[src/rtl/mod_counter_pkg.sv]
// Shared types and constants for the programmable mod-M counter.
package mod_counter_pkg;

    typedef enum logic [1:0] {
        IDLE = 2'd0,
        RUN  = 2'd1,
        DONE = 2'd2
    } state_t;

    localparam logic DIR_UP   = 1'b1;
    localparam logic DIR_DOWN = 1'b0;
    localparam int unsigned MOD_MIN = 2;

    // A modulus below 2 has no meaningful count range, so it is raised to 2.
    function automatic int unsigned clamp_mod(input int unsigned m);
        return (m < MOD_MIN) ? MOD_MIN : m;
    endfunction

endpackage

[src/rtl/mod_m_counter_prog.sv]
// Runtime-programmable up/down mod-M counter with continuous and one-shot modes.
// A modulus write is held in a shadow register and takes effect at the next wrap.
module mod_m_counter_prog
    import mod_counter_pkg::*;
#(
    parameter int N         = 4,
    parameter int M_DEFAULT = 12
) (
    input  logic         clk,
    input  logic         reset,
    input  logic         en,
    input  logic         up_down,
    input  logic         one_shot,
    input  logic         start,
    input  logic         clear,
    input  logic         load,
    input  logic [N-1:0] load_value,
    input  logic         mod_wr,
    input  logic [N-1:0] mod_value,
    output logic [N-1:0] count,
    output logic         complete_tick,
    output logic         done,
    output logic [N-1:0] mod_active
);

    localparam logic [N-1:0] ONE    = N'(1);
    localparam logic [N-1:0] M_RST  = N'(M_DEFAULT);

    state_t       state, state_nxt;
    logic [N-1:0] count_nxt;
    logic [N-1:0] mod_nxt;
    logic [N-1:0] shadow, shadow_nxt;
    logic         pending, pending_nxt;
    logic         os_mode, os_mode_nxt;

    logic [N-1:0] mod_in;
    logic [N-1:0] term;
    logic [N-1:0] m_wrap;
    logic [N-1:0] m_start;
    logic         at_term;
    logic         stale;
    logic         stepping;
    logic         wrap_edge;

    always_comb begin
        mod_in    = N'(clamp_mod(32'(mod_value)));
        term      = (up_down == DIR_UP) ? (mod_active - ONE) : '0;
        at_term   = (count == term);
        // A count left above the range by a modulus shrink is pulled back at the next step.
        stale     = (count > (mod_active - ONE));
        // An incoming write on the wrap edge wins over an older shadow value.
        m_wrap    = mod_wr ? mod_in : (pending ? shadow : mod_active);
        m_start   = (state != RUN && pending) ? shadow : mod_active;
        stepping  = (state == RUN) && en;
        wrap_edge = stepping && (at_term || stale) && !clear && !load && !start;

        complete_tick = stepping && at_term;
        done          = (state == DONE);
    end

    always_comb begin
        state_nxt   = state;
        count_nxt   = count;
        os_mode_nxt = os_mode;

        if (clear) begin
            state_nxt = IDLE;
            count_nxt = '0;
        end else if (load) begin
            count_nxt = (load_value < mod_active) ? load_value : (mod_active - ONE);
        end else if (start) begin
            state_nxt   = RUN;
            count_nxt   = (up_down == DIR_UP) ? '0 : (m_start - ONE);
            os_mode_nxt = one_shot;
        end else if (stepping) begin
            if (at_term && os_mode) begin
                state_nxt = DONE;
            end else if (at_term || stale) begin
                count_nxt = (up_down == DIR_UP) ? '0 : (m_wrap - ONE);
            end else begin
                count_nxt = (up_down == DIR_UP) ? (count + ONE) : (count - ONE);
            end
        end
    end

    always_comb begin
        mod_nxt     = mod_active;
        shadow_nxt  = shadow;
        pending_nxt = pending;

        if (wrap_edge && (mod_wr || pending)) begin
            mod_nxt     = m_wrap;
            shadow_nxt  = m_wrap;
            pending_nxt = 1'b0;
        end else begin
            if (state != RUN && pending) begin
                mod_nxt     = shadow;
                pending_nxt = 1'b0;
            end
            if (mod_wr) begin
                shadow_nxt  = mod_in;
                pending_nxt = 1'b1;
            end
        end
    end

    always_ff @(posedge clk) begin
        if (!reset) begin
            state      <= IDLE;
            count      <= '0;
            mod_active <= M_RST;
            shadow     <= M_RST;
            pending    <= 1'b0;
            os_mode    <= 1'b0;
        end else begin
            state      <= state_nxt;
            count      <= count_nxt;
            mod_active <= mod_nxt;
            shadow     <= shadow_nxt;
            pending    <= pending_nxt;
            os_mode    <= os_mode_nxt;
        end
    end

endmodule

[config.mk]
export PLATFORM = sky130hd
export DESIGN_NAME = mod_m_counter_prog
export DESIGN_NICKNAME = d
export VERILOG_FILES = /design/src/rtl/mod_counter_pkg.sv /design/src/rtl/mod_m_counter_prog.sv
export SDC_FILE = /design/constraint.sdc
export NUM_CORES = 1
export LEC_CHECK = 0
export CAP_MARGIN = 20
export CORE_ASPECT_RATIO = 0.6
export CORE_UTILIZATION = 35
export CTS_BUF_LIST = sky130_fd_sc_hd__clkbuf_2 sky130_fd_sc_hd__clkbuf_4 sky130_fd_sc_hd__clkbuf_8
export CTS_CLUSTER_DIAMETER = 150
export DETAILED_ROUTE_END_ITERATION = 6
export SYNTH_ARGS = -nofsm -noshare
export SYNTH_HDL_FRONTEND = slang
export SYNTH_SLANG_ARGS = --single-unit
[constraint.sdc]
create_clock -name clk -period 3.2 [get_ports clk]
set_input_delay 0.64 -clock clk [delete_from_list [all_inputs] [get_ports clk]]
set_output_delay 0.64 -clock clk [all_outputs]
set_load 0.02 [all_outputs]
==> results.yml, run 1 <==
synth:
  yosys_register_bits: 16
  netlist_top_cells_area: "dfxtp_1 (19%), ha_1 (8.2%), mux2i_1 (7.2%)"
  yosysWarnings: 0
  ys_top_cells_by_count: "dfxtp_1 (16), inv_1 (16), nor2_1 (13)"
  syn_area_per_cell_um2: 8.18
  ys_types: 52
  yosysTopAreaCellShare_pct: 19.2
  netlist_instances: 204
  yosysSeqAreaShare_pct: 19.2
  yosys.area.top_type: "dfxtp_1"
  synthFlopType: "dfxtp_1"
  synth_edf_count: 0
  synthesis.nets: 233
  netlist_area_mm2: 0.00167
  synthArstFlopShare_pct: 0
worst_setup_path:
  worstSetupEndpointType: "output port"
  cp_data_required_time_ns: 2.56
  critPathMaxFanout: 7
  criticalPathCategory: "input pin to output port"
  crit_arrival_ns: 2.44
  slowest_delay_ns: 0.48
  startpoint_type: "input pin"
  worstPathCellList: "clkdlybuf4s50_1, buf_4, nand2b_1, mux2i_2, xnor2_1, and2_1, nor2b_1, dlygate4sd2_1"
  cp_slowest_cell: "clkdlybuf4s50_1"
floorplan:
  initial_utilization_pct: 36.6
  ios: 27
  core_area_mm2: 0.00456
  die_h_um: 55.5
  row_count: 19
  die-area_mm2: 0.00506
  dieWidth_um: 91.2
power_and_ir_drop:
  leakagePower_nw: 0.888
  p_per_area_mw_per_mm2: 290
  peakVddDrop_uv: 154
place:
  pre_cts_slack_ns: -0.188
  portBuffers: 26
  place_congestion: 0.926
  dp.cells: 303
  dp_hpwl_um: 3690
clocking:
  cts_sinks: 16
  clk_pin_slew_ns: 0.07
  clock_tree.root_cell: "clkbuf_8"
  cts_max_level: 1
  cts_buffers: 3
  cts_tree: "yes"
  clkLatencyLatePin_ns: 0.25
  postCtsSetupBuffers: 0
  clk_path_buf_depth: 2
  cts_hold_buf: 0
sta:
  finClkSkew_ns: 0.00708
  rsz0062_at_grt: "false"
  worstMarginPinSlew_ns: 0.545
  period_minus_slack_ns: 3.08
  fin_crit_sh_pct: 96.3
  setup_ws_ns: 0.117
  drv_slew: 0
  clock.fmax_ghz: 0.324
  setup-tns-final_ns: 0
  slew_headroom_pct: 62.7
  hold_viol: 0
  finalSetupViolCount: 0
routing:
  via_per_inst: 5.25
  routedWlPerCell_um: 14.8
  drcViolationCount: 0
  ant_nets: 0
  drt-pass1-iter-count: 4
  drt_iter0_drc: 140
  num_vias: 1613
  wl_um: 4540
global_routing:
  grt_pass1_vias: 1477
  antenna_found_initial: 0
  overflow: 0
  grt_usage_pct: 18.9
  grt_max_degree: 11
  grt_pass1_wl_um: 7510
cells_and_area:
  n_antenna_cell: 0
  fillerInstances: 451
  regArea_um2: 320
  final_nets: 274
  final_layout_size_suffix_gt1_share_pct: 18.9
  fin_cells: 307
  areaGrowthSynthToFinish_pct: 30.4
  multi_input_area_mm2: 0.00124
  utilization_pct: 47.7
outcome:
  outcome: "complete, no violations"
worst_hold_path:
  hp-class: "flip-flop to flip-flop"
run:
  max_cap_violations: 0
[cells by family (layout without fill, tap and decap cells)]
logic type	Yosys count	count (layout)	synth area share, %
mux	23	23	14.6
fa+ha+maj	13	13	10.1
compound gates	51	51	23.1
xor+xnor	10	10	5.25
buf+inv	27	67	7.20
simple gates	64	64	20.5
flops	16	16	19.2
[placed cells by master, fill, tap and decap left out, types with 5 or more instances in the layout]
| cell type | instances |
|---|---|
| clkdlybuf4s50_1 | 25 |
| buf_4 | 21 |
| inv_1 | 16 |
| dfxtp_1 | 16 |
| nor2_1 | 13 |
| mux2i_1 | 11 |
| ha_1 | 11 |
| nor3_1 | 10 |
| nand2_1 | 10 |
| a21oi_1 | 10 |
| mux2_2 | 8 |
| nor2b_1 | 6 |
| nand2b_1 | 6 |
| xnor2_1 | 6 |
| a211oi_1 | 5 |
[registers in the layout (all words and copies together) (netlist names)]
signal,flops
state,2
pending,1
mod_active,4
os_mode,1
count,4
shadow,4
[cell type report]
| cell class | count | area share (%) |
|---|---|---|
| Tap cell | 63 | 3.62 |
| Clock buffer | 4 | 2.53 |
| Sequential cell | 16 | 14.7 |
| Multi-Input combinational cell | 161 | 57.2 |
| Timing Repair Buffer | 47 | 19.1 |
| Inverter | 16 | 2.76 |
[worst paths after layout]
kind                             from                endpoint  slack [ns]  cells past startpoint
min             state[1]$_SDFFE_PP0P_   state[1]$_SDFFE_PP0P_        0.50                      2
max reg2reg  mod_active[0]$_SDFF_PN0_  shadow[2]$_SDFFE_PN1P_        0.27                     12
max                           up_down           complete_tick        0.12                      8
min reg2reg     state[1]$_SDFFE_PP0P_   state[1]$_SDFFE_PP0P_        0.50                      2
[per-layer routing]
layer	vias up	GRT usage, %	wire (um)
li1	828	-	-
met1	722	30.7	2420
met2	61	25.0	1680
met3	2	4.96	425
met4	0	1.36	13
met5	-	0	0
[critical path, delay by kind of cell]
kind	cells	cell delay, ns
and+or+nand+nor	3	0.44
muxes	1	0.21
xor gates and xnor gates	1	0.17
buffers and inverters	3	0.97
[per-stage QoR]
stage	cell area, um2	hold WS, ns	total power (W)
after floorplan	1670	0.455	0.000363
after global placement	2110	0.481	0.000446
after detailed placement	2110	0.488	0.000447
after CTS	2170	0.500	0.000632
after global routing	2180	0.529	0.000668
final	2180	0.501	0.000632
[repair_timing]
action	4_1_cts	5_1_grt
endpoints found under the setup margin	1	2
pin swaps	0	0
gates resized for setup	2	3
[where the power goes]
part	internal (W)	total, W	switching [W]
Sequential	0.000209	0.000223	0.0000142
Clock	0.000109	0.000184	0.0000744
Combinational	0.000111	0.000225	0.000114
Total	0.000429	0.000632	0.000203
Note: power is estimated with default switching activity, not from simulation.
==> run 2, diff against run 1 <==
Settings changed: ABC_AREA set to 1.
==> run 2 against run 1 <==
Net effect: area after synthesis is 5.9% lower; clock skew fell by 0.0015 ns; global-route usage is 1.1 points higher; clock power is 4% higher; power rose by 2.2%; fmax is 3.9% higher; highest routed layer unchanged; register-to-register slack better by 0.55 ns.
==> results.yml, run 2 <==
global_routing:
  antenna_found_initial: 0
  use_met1_pct: 32.4
  grt_pass1_vias: 1359
  use_met3_pct: 3.99
  grt_max_degree: 10
  grt_pass1_wl_um: 6980
  met2_usage_pct: 26.4
  grt_usage_pct: 20.0
  grt-busiest-layer: "met1"
  overflow: 0
worst_hold_path:
  hp-class: "flip-flop to flip-flop"
sta:
  drv_slew: 0
  fin_crit_sh_pct: 92.7
  hold_viol: 0
  slew_headroom_pct: 75.1
  finClkSkew_ns: 0.00555
  finalSetupViolCount: 0
  clock.fmax_ghz: 0.337
  period_minus_slack_ns: 2.97
  worstMarginPinSlew_ns: 0.373
  hold_ws_ns: 0.487
  rsz0062_at_grt: "false"
power_and_ir_drop:
  p_per_area_mw_per_mm2: 329
  leakagePower_nw: 0.895
  peakVddDrop_uv: 147
synth:
  netlist_top_cells_area: "dfxtp_1 (20%), nand2_1 (13%), ha_1 (8.8%)"
  netlist_area_mm2: 0.00157
  synth_most_common_cell: "nand2_1"
  yosysWarnings: 0
  yosysTopAreaCellShare_pct: 20.4
  synthesis.nets: 266
  syn_area_per_cell_um2: 6.63
  yosys_register_bits: 16
  synthArstFlopShare_pct: 0
  synth_edf_count: 0
  yosysSeqAreaShare_pct: 20.4
  ys_types: 37
  yosys.area.top_type: "dfxtp_1"
  netlist_instances: 237
  synthFlopType: "dfxtp_1"
  ys_top_cells_by_count: "nand2_1 (53), inv_1 (27), nand3_1 (24)"
worst_setup_path:
  criticalPathCategory: "flip-flop to output port"
  slowest_delay_ns: 0.61
  r2r-end: "shadow[3]$_SDFFE_PN1P_"
  reg2reg_depth: 15
  critPathMaxFanout: 4
  worstSetupEndpointType: "output port"
  critical_path.startpoint: "mod_active[1]$_SDFF_PN0_"
  rrSetupSlack_ns: 0.82
  cpMostUsedCell: "nor2_4"
  cp_data_required_time_ns: 2.56
  worstPathCellList: "inv_1, ha_1, nor2_4, xor2_2, nor2_4, nand3_4, nor2_1, clkdlybuf4s50_1"
  cp_slowest_cell: "clkdlybuf4s50_1"
  startpoint_type: "flip-flop"
  r2r-start: "mod_active[1]$_SDFF_PN0_"
  endpoint: "complete_tick"
  crit_arrival_ns: 2.33
cells_and_area:
  areaGrowthSynthToFinish_pct: 25.0
  top_regs: "count: 4 flops, mod_active: 4 flops, shadow: 4 flops"
  final_common_cell: "nand2_1"
  post-route-cell-area_mm2: 0.00196
  layout_common_cells: "nand2_1 (53), inv_1 (27), clkdlybuf4s50_1 (25)"
  regArea_um2: 320
  final_layout_size_suffix_gt1_share_pct: 15.3
  utilization_pct: 46.6
  fillerInstances: 456
  final_nets: 298
  n_antenna_cell: 0
  multi_input_area_mm2: 0.00110
  fin_cells: 328
place:
  portBuffers: 26
  dp_hpwl_um: 3580
  placed_area_mm2: 0.00191
  place_congestion: 0.971
  dp.cells: 324
routing:
  wl_um: 4270
  drt_iter0_drc: 114
  via_per_inst: 4.97
  num_vias: 1629
  drt-pass1-iter-count: 4
  ant_nets: 0
  routedWlPerCell_um: 13.0
  drcViolationCount: 0
floorplan:
  initial_utilization_pct: 37.3
  row_count: 18
  die-area_mm2: 0.00477
  core_area_mm2: 0.00421
  dieWidth_um: 88.5
  ios: 27
  die_h_um: 53.9
clocking:
  cts_tree: "yes"
  clkLatencyLatePin_ns: 0.26
  cts_max_level: 1
  clk_pin_slew_ns: 0.07
  cts_sinks: 16
  clk_path_buf_depth: 2
  cts_hold_buf: 0
  cts_buffers: 3
  clock_tree.root_cell: "clkbuf_8"
run:
  max_cap_violations: 0
outcome:
  outcome: "complete, no violations"
==> run 2: cell types whose count changed after synthesis, sizes merged, moves of 7 or more <==
cell,delta
nor3,-11
nand2,+53
nand3,+22
mux2i,-12
a21oi,+7
inv,+18
mux2,-11
nor2,+9
o21ai,+16
==> run 2: cells by family (layout without fill, tap and decap cells) <==
group,after synthesis,after routing,share of synthesized area (%)
simple gates,120,120,38.1
compound gates,48,48,18.0
buf+inv,36,67,9.24
flops,16,16,20.4
fa+ha+maj,12,12,10.0
xor+xnor,5,5,4.22
==> run 2: final cells by class <==
| type | count | share of cell area, % |
|---|---|---|
| tap | 60 | 3.82 |
| clock buffer | 4 | 2.80 |
| timing repair buffer | 28 | 14.0 |
| sequential | 16 | 16.3 |
| multi-input combinational | 185 | 56.3 |
| inverter | 35 | 6.82 |
==> run 2: layer usage <==
| metal | wire length, um | vias to the layer above |
|---|---|---|
| met5 | 0 | - |
| li1 | - | 842 |
| met1 | 2340 | 716 |
| met2 | 1530 | 67 |
| met4 | 20 | 0 |
| met3 | 378 | 4 |
==> run 2: critical path, delay by kind of cell (launching register included) <==
kind          cells  cell delay, ns
buf+inv           2            0.73
flops             1            0.42
fa+ha+maj         1            0.39
simple gates      4            0.37
xor+xnor          1            0.15
==> run 2: power breakdown <==
part / leakage [nW] / switching [W] / internal [W] / total [W]
registers: 0.131 / 0.0000152 / 0.000210 / 0.000225
logic: 0.735 / 0.000133 / 0.0000960 / 0.000229
clock network: 0.0288 / 0.0000817 / 0.000110 / 0.000191
total: 0.895 / 0.000230 / 0.000415 / 0.000646
==> run 2: worst min-delay path by stage <==
stage          cells after the start                endpoint  slack, ns                    from
2_1_floorplan                      2  shadow[3]$_SDFFE_PN1P_       0.45  shadow[3]$_SDFFE_PN1P_
3_3_place_gp                       2  shadow[3]$_SDFFE_PN1P_       0.47  shadow[3]$_SDFFE_PN1P_
3_5_place_dp                       2  shadow[3]$_SDFFE_PN1P_       0.47  shadow[3]$_SDFFE_PN1P_
4_1_cts                            2  shadow[3]$_SDFFE_PN1P_       0.49  shadow[3]$_SDFFE_PN1P_
5_1_grt                            2  shadow[3]$_SDFFE_PN1P_       0.52  shadow[3]$_SDFFE_PN1P_
6_report                           2  shadow[3]$_SDFFE_PN1P_       0.49  shadow[3]$_SDFFE_PN1P_
==> run 2: per-stage QoR <==
stage	TNS, ns	setup slack (ns)	power [W]
after floorplan	0	0.867	0.000383
after global placement	-0.00164	-0.00164	0.000457
after detailed placement	-0.0101	-0.0101	0.000457
after CTS	0	0.230	0.000649
after global routing	0	0.123	0.000686
final	0	0.232	0.000646
==> run 2: repair_timing <==
action	CTS	global route
buffers inserted	0	0
gates resized for setup	1	0
setup endpoints to repair	1	0
endpoints found under the hold margin	0	0
==> run 3, diff against run 2 <==
Settings changed: HOLD_SLACK_MARGIN set to 0.15.
==> results of run 3 <==
Same layout as run 2: the final DEF is identical, and so are final timing and power.
